--- src/rtl/mux_scan_nx1.sv ---
// N:1 registered channel mux with manual capture and scan sweep modes.
// Ports: clk, rst, in[N*WIDTH], s, mode, in_valid/in_ready, start,
//   out, out_ch, out_valid/out_ready, done; out_par if MUX_SCAN_PARITY_EN.
module mux_scan_nx1 #(
  parameter int WIDTH = 8,
  parameter int SEL_W = 3
) (
  input  logic                        clk,
  input  logic                        rst,
  input  logic [(2**SEL_W)*WIDTH-1:0] in,
  input  logic [SEL_W-1:0]            s,
  input  logic                        mode,
  input  logic                        in_valid,
  output logic                        in_ready,
  input  logic                        start,
  output logic [WIDTH-1:0]            out,
  output logic [SEL_W-1:0]            out_ch,
  output logic                        out_valid,
  input  logic                        out_ready,
  output logic                        done
`ifdef MUX_SCAN_PARITY_EN
  ,
  output logic                        out_par
`endif
);

  localparam int N = 2**SEL_W;
  localparam logic [SEL_W-1:0] LAST = '1;

  typedef enum logic {IDLE, SCAN} state_t;

  state_t           state;
  logic [SEL_W-1:0] idx;
  logic             last;
  logic             free;
  logic             load;
  logic [SEL_W-1:0] load_sel;
  logic [WIDTH-1:0] ch [N];

  for (genvar k = 0; k < N; k++) begin : g_ch
    assign ch[k] = in[k*WIDTH +: WIDTH];
  end

  always_comb begin
    free     = ~out_valid | out_ready;
    in_ready = (state == IDLE) & free;
    load     = 1'b0;
    load_sel = '0;
    unique case (state)
      IDLE: begin
        if (in_ready) begin
          if (!mode && in_valid) begin
            load     = 1'b1;
            load_sel = s;
          end else if (mode && start) begin
            load     = 1'b1;
            load_sel = '0;
          end
        end
      end
      SCAN: begin
        // once the last channel is loaded, only its drain remains
        if (free && !last) begin
          load     = 1'b1;
          load_sel = idx;
        end
      end
      default: ;
    endcase
  end

  always_ff @(posedge clk or posedge rst) begin
    if (rst) begin
      state     <= IDLE;
      idx       <= '0;
      last      <= 1'b0;
      out       <= '0;
      out_ch    <= '0;
      out_valid <= 1'b0;
      done      <= 1'b0;
`ifdef MUX_SCAN_PARITY_EN
      out_par   <= 1'b0;
`endif
    end else begin
      done <= 1'b0;
      if (load) begin
        out       <= ch[load_sel];
        out_ch    <= load_sel;
        out_valid <= 1'b1;
`ifdef MUX_SCAN_PARITY_EN
        out_par   <= ^ch[load_sel];
`endif
      end else if (free) begin
        out_valid <= 1'b0;
      end
      unique case (state)
        IDLE: begin
          if (load && mode) begin
            state <= SCAN;
            idx   <= SEL_W'(1);
            last  <= 1'b0;
          end
        end
        SCAN: begin
          if (load) begin
            if (idx == LAST) last <= 1'b1;
            else             idx  <= idx + 1'b1;
          end else if (last && free) begin
            // final word transferred this cycle
            done  <= 1'b1;
            state <= IDLE;
            idx   <= '0;
            last  <= 1'b0;
          end
        end
        default: state <= IDLE;
      endcase
    end
  end

endmodule

--- config.mk ---
export PLATFORM = sky130hd
export DESIGN_NAME = mux_scan_nx1
export DESIGN_NICKNAME = d
export VERILOG_FILES = /design/src/rtl/mux_scan_nx1.sv
export SDC_FILE = /design/constraint.sdc
export NUM_CORES = 1
export LEC_CHECK = 0
export ABC_AREA = 1
export BUFFER_PORTS_ARGS = -buffer_cell sky130_fd_sc_hd__clkbuf_2
export CORE_UTILIZATION = 29
export CTS_CLUSTER_SIZE = 10
export DETAILED_ROUTE_END_ITERATION = 8
export GPL_ROUTABILITY_DRIVEN = 0
export GPL_TIMING_DRIVEN = 0
export PLACE_DENSITY = 0.62
export SLEW_MARGIN = 5
export SYNTH_ARGS = -nofsm -noshare
export SYNTH_HDL_FRONTEND = slang
export SYNTH_SLANG_ARGS = --single-unit
--- constraint.sdc ---
create_clock -name clk -period 1.8 [get_ports clk]
set_clock_uncertainty 0.15 [all_clocks]
set_input_delay 0 -clock clk [delete_from_list [all_inputs] [get_ports clk]]
set_output_delay 0 -clock clk [all_outputs]
set_load 0.02 [all_outputs]
==> impl_metrics.env <==
export IMPL_run_status="finished clean"
export IMPL_netlist_area_mm2=0.00175
export IMPL_cts_buffers=3
export IMPL_drv_cap=0
export IMPL_number_of_global_route_vias_before_repair=2081
export IMPL_gr_total_overflow=0
export IMPL_slew_headroom_pct=53.7
export IMPL_antenna_violating_nets_post_route=0
export IMPL_drt_first_pass_iters=4
export IMPL_min_path_type="in -> reg"
export IMPL_detailedPlace_worstSlack_ns=0.0207
export IMPL_portBuffers=86
export IMPL_maximum_number_of_pins_on_one_net_before_global_route_repair=19
export IMPL_max_freq_mhz=588
export IMPL_dieHeight_um=79.6
export IMPL_ctsRootBufferMaster="sky130_fd_sc_hd__clkbuf_8"
export IMPL_cts_max_path_buffers=2
export IMPL_crit_path_max_fanout=10
export IMPL_tcrit_tclk_final_pct=94.5
export IMPL_synth_warning_count=0
export IMPL_static_leakage_power_nw=1.54
export IMPL_syn_to_final_growth_pct=50.5
export IMPL_report_final_hold_viol_count=0
export IMPL_synth_distinct_cells=27
export IMPL_dominantRegCellSynth="sky130_fd_sc_hd__dfrtp_1"
export IMPL_global_route_wire_length_before_repair_um=8870
export IMPL_final_max_slew_viol_count=0
export IMPL_die_area_mm2=0.00634
export IMPL_tritoncts="done"
export IMPL_floorplan_io_pins=87
export IMPL_clk_pin_slew_ns=0.07
export IMPL_power_per_cell_area_mw_per_mm2=1280
export IMPL_antenna_diode_count=0
export IMPL_worst_setup_path_start_kind="flip-flop"
export IMPL_clk_latency_ns=0.26
export IMPL_initial_core_util_pct=31.0
export IMPL_layout_nets=463
export IMPL_setup_repair_after_global_routing_missed_its_margin="true"
export IMPL_layout_drive_gt1_share_pct=35.1
export IMPL_tritoncts_num_sinks=18
export IMPL_synthArstFlopShare_pct=100
export IMPL_place_hpwl_um=4060
export IMPL_floorplan_core_area_mm2=0.00564
export IMPL_nature_of_the_critical_path_endpoint="flip-flop"
export IMPL_peakVddDrop_mv=0.515
export IMPL_ys_ff_latch=18
export IMPL_drt_vias_per_instance=4.56
export IMPL_antenna_found_initial=0
export IMPL_finalWirelength_um=5430
export IMPL_rows=27
export IMPL_route_detailed_drc=0
export IMPL_class_of_the_most_critical_setup_path="reg -> reg"
export IMPL_fin_tns_setup_ns=0
export IMPL_synth_edf_count=0
export IMPL_tightest_slew_ns=0.694
export IMPL_mean_instance_size_in_the_synthesized_netlist_um2=6.40
export IMPL_h_tree_depth=1
export IMPL_final_period_minus_worst_setup_slack_ns=1.70
export IMPL_synthCells=273
export IMPL_final_setup_worst_slack_ns=0.0998
export IMPL_routed_wire_length_per_instance_um=11.8
export IMPL_worstPathArrival_ns=1.69
export IMPL_synth_nets=348
export IMPL_synth_yosys_seq_area_share_pct=25.8
export IMPL_grt_use_total_pct=17.7
export IMPL_die_boundary_width_um=79.6
export IMPL_detailroute_via_count=2094
export IMPL_drtIter0Drc=93
export IMPL_timing_critical_path_required_ns=1.79
export IMPL_timing_final_setup_violations=0
## synthesized netlist by cell type, types with 3 or more instances
master / number / area, um2
sky130_fd_sc_hd__nand2_1: 82 / 308
sky130_fd_sc_hd__nand3b_1: 8 / 60.1
sky130_fd_sc_hd__buf_2: 6 / 30.0
sky130_fd_sc_hd__dfrtp_1: 18 / 450
sky130_fd_sc_hd__nand2_2: 3 / 18.8
sky130_fd_sc_hd__nand2_4: 3 / 33.8
sky130_fd_sc_hd__inv_1: 46 / 173
sky130_fd_sc_hd__nand4_1: 3 / 18.8
sky130_fd_sc_hd__nand3_2: 4 / 40.0
sky130_fd_sc_hd__inv_2: 3 / 11.3
sky130_fd_sc_hd__nor2_1: 6 / 22.5
sky130_fd_sc_hd__nor2_4: 3 / 33.8
sky130_fd_sc_hd__nand3_1: 71 / 355
## placed cells by master (no fill, tap or decap), drive strengths merged, types with 2 or more instances in the layout
cell type	n
inv	50
ha	2
a21oi	2
dlygate4sd3	19
nand4	3
nand2	89
nand3	76
clkbuf	92
buf	14
nand3b	8
dfrtp	18
nor2	12
## timing repair
| item | in CTS | in global routing |
|---|---|---|
| endpoints found under the hold margin | 27 | 0 |
| resized for setup | 0 | 14 |
| endpoints found under the setup margin | 0 | 12 |
| hold buffers | 19 | 0 |
| buffers inserted | 0 | 2 |
## cell type report
type                            instances  area, um2
Buffer                                 12        110
Clock buffer                            4       55.1
Multi-Input combinational cell        194       1040
Sequential cell                        18        453
Fill cell                             595       3010
Tap cell                               72       90.1
Timing Repair Buffer                  109        686
Inverter                               50        193
## per-layer routing
layer | up-vias | GRT usage [%] | share of wire (%)
li1 | 1088 | - | -
met1 | 917 | 20.9 | 42
met2 | 87 | 32.9 | 48
met3 | 2 | 4.23 | 9.5
met4 | 0 | 2.18 | 0.39
met5 | - | 0 | 0
## logic make-up after synthesis
group	share of synthesized area [%]
AOI/OAI and AO/OA	1.43
adders and majority gates	1.43
buffers and inverters	16.8
DFF	25.8
and+or+nand+nor	54.6
## final timing paths
| check | from | endpoint | slack [ns] | cells after the start |
|---|---|---|---|---|
| setup / recovery | out_valid | out[3] | 0.1 | 9 |
| hold / removal | in[1] | out[1] | 0.0003 | 5 |
| setup reg to reg | out_valid | out[3] | 0.1 | 9 |
| hold reg to reg | out_ch[1] | out_ch[1] | 0.35 | 2 |
| max in group asynchronous | rst | state | 0.78 | 3 |
| min in group asynchronous | rst | done | 0.24 | 3 |
## through the flow
step	hold slack, ns	area, um2	power [mW]	utilization [%]	cells
final	0.000264	2630	3.36	46.6	459
after global routing	0.0355	2630	3.70	46.6	459
after CTS	0.00233	2510	3.20	44.6	454
after detailed placement	-0.0185	2270	2.81	40.2	431
after global placement	-0.0210	2270	2.78	40.2	431
after floorplan	-0.211	1750	2.25	-	273
## sequential cells by signal, indices dropped and copies added, names as in the netlist
register   cells
idx            3
state          1
out_valid      1
last           1
out_ch         3
out            8
done           1
## critical path, stage by stage, from the launching register on
cell and delay (ns):
sky130_fd_sc_hd__dfrtp_2 0.45, sky130_fd_sc_hd__nand2_2 0.17, sky130_fd_sc_hd__nand2_1 0.12, sky130_fd_sc_hd__nor2_4 0.14, sky130_fd_sc_hd__inv_2 0.08, sky130_fd_sc_hd__nand2_8 0.08
sky130_fd_sc_hd__buf_12 0.13, sky130_fd_sc_hd__nand3_1 0.09, sky130_fd_sc_hd__nand3_1 0.11, sky130_fd_sc_hd__nand3_1 0.08
## power by group
group          leakage, nW  switching [mW]  internal (mW)
logic                 1.29            1.35          0.919
registers            0.222           0.155          0.598
clock network       0.0288           0.142          0.195
total                 1.54            1.64           1.71
Note: power is estimated with default switching activity, not from simulation.
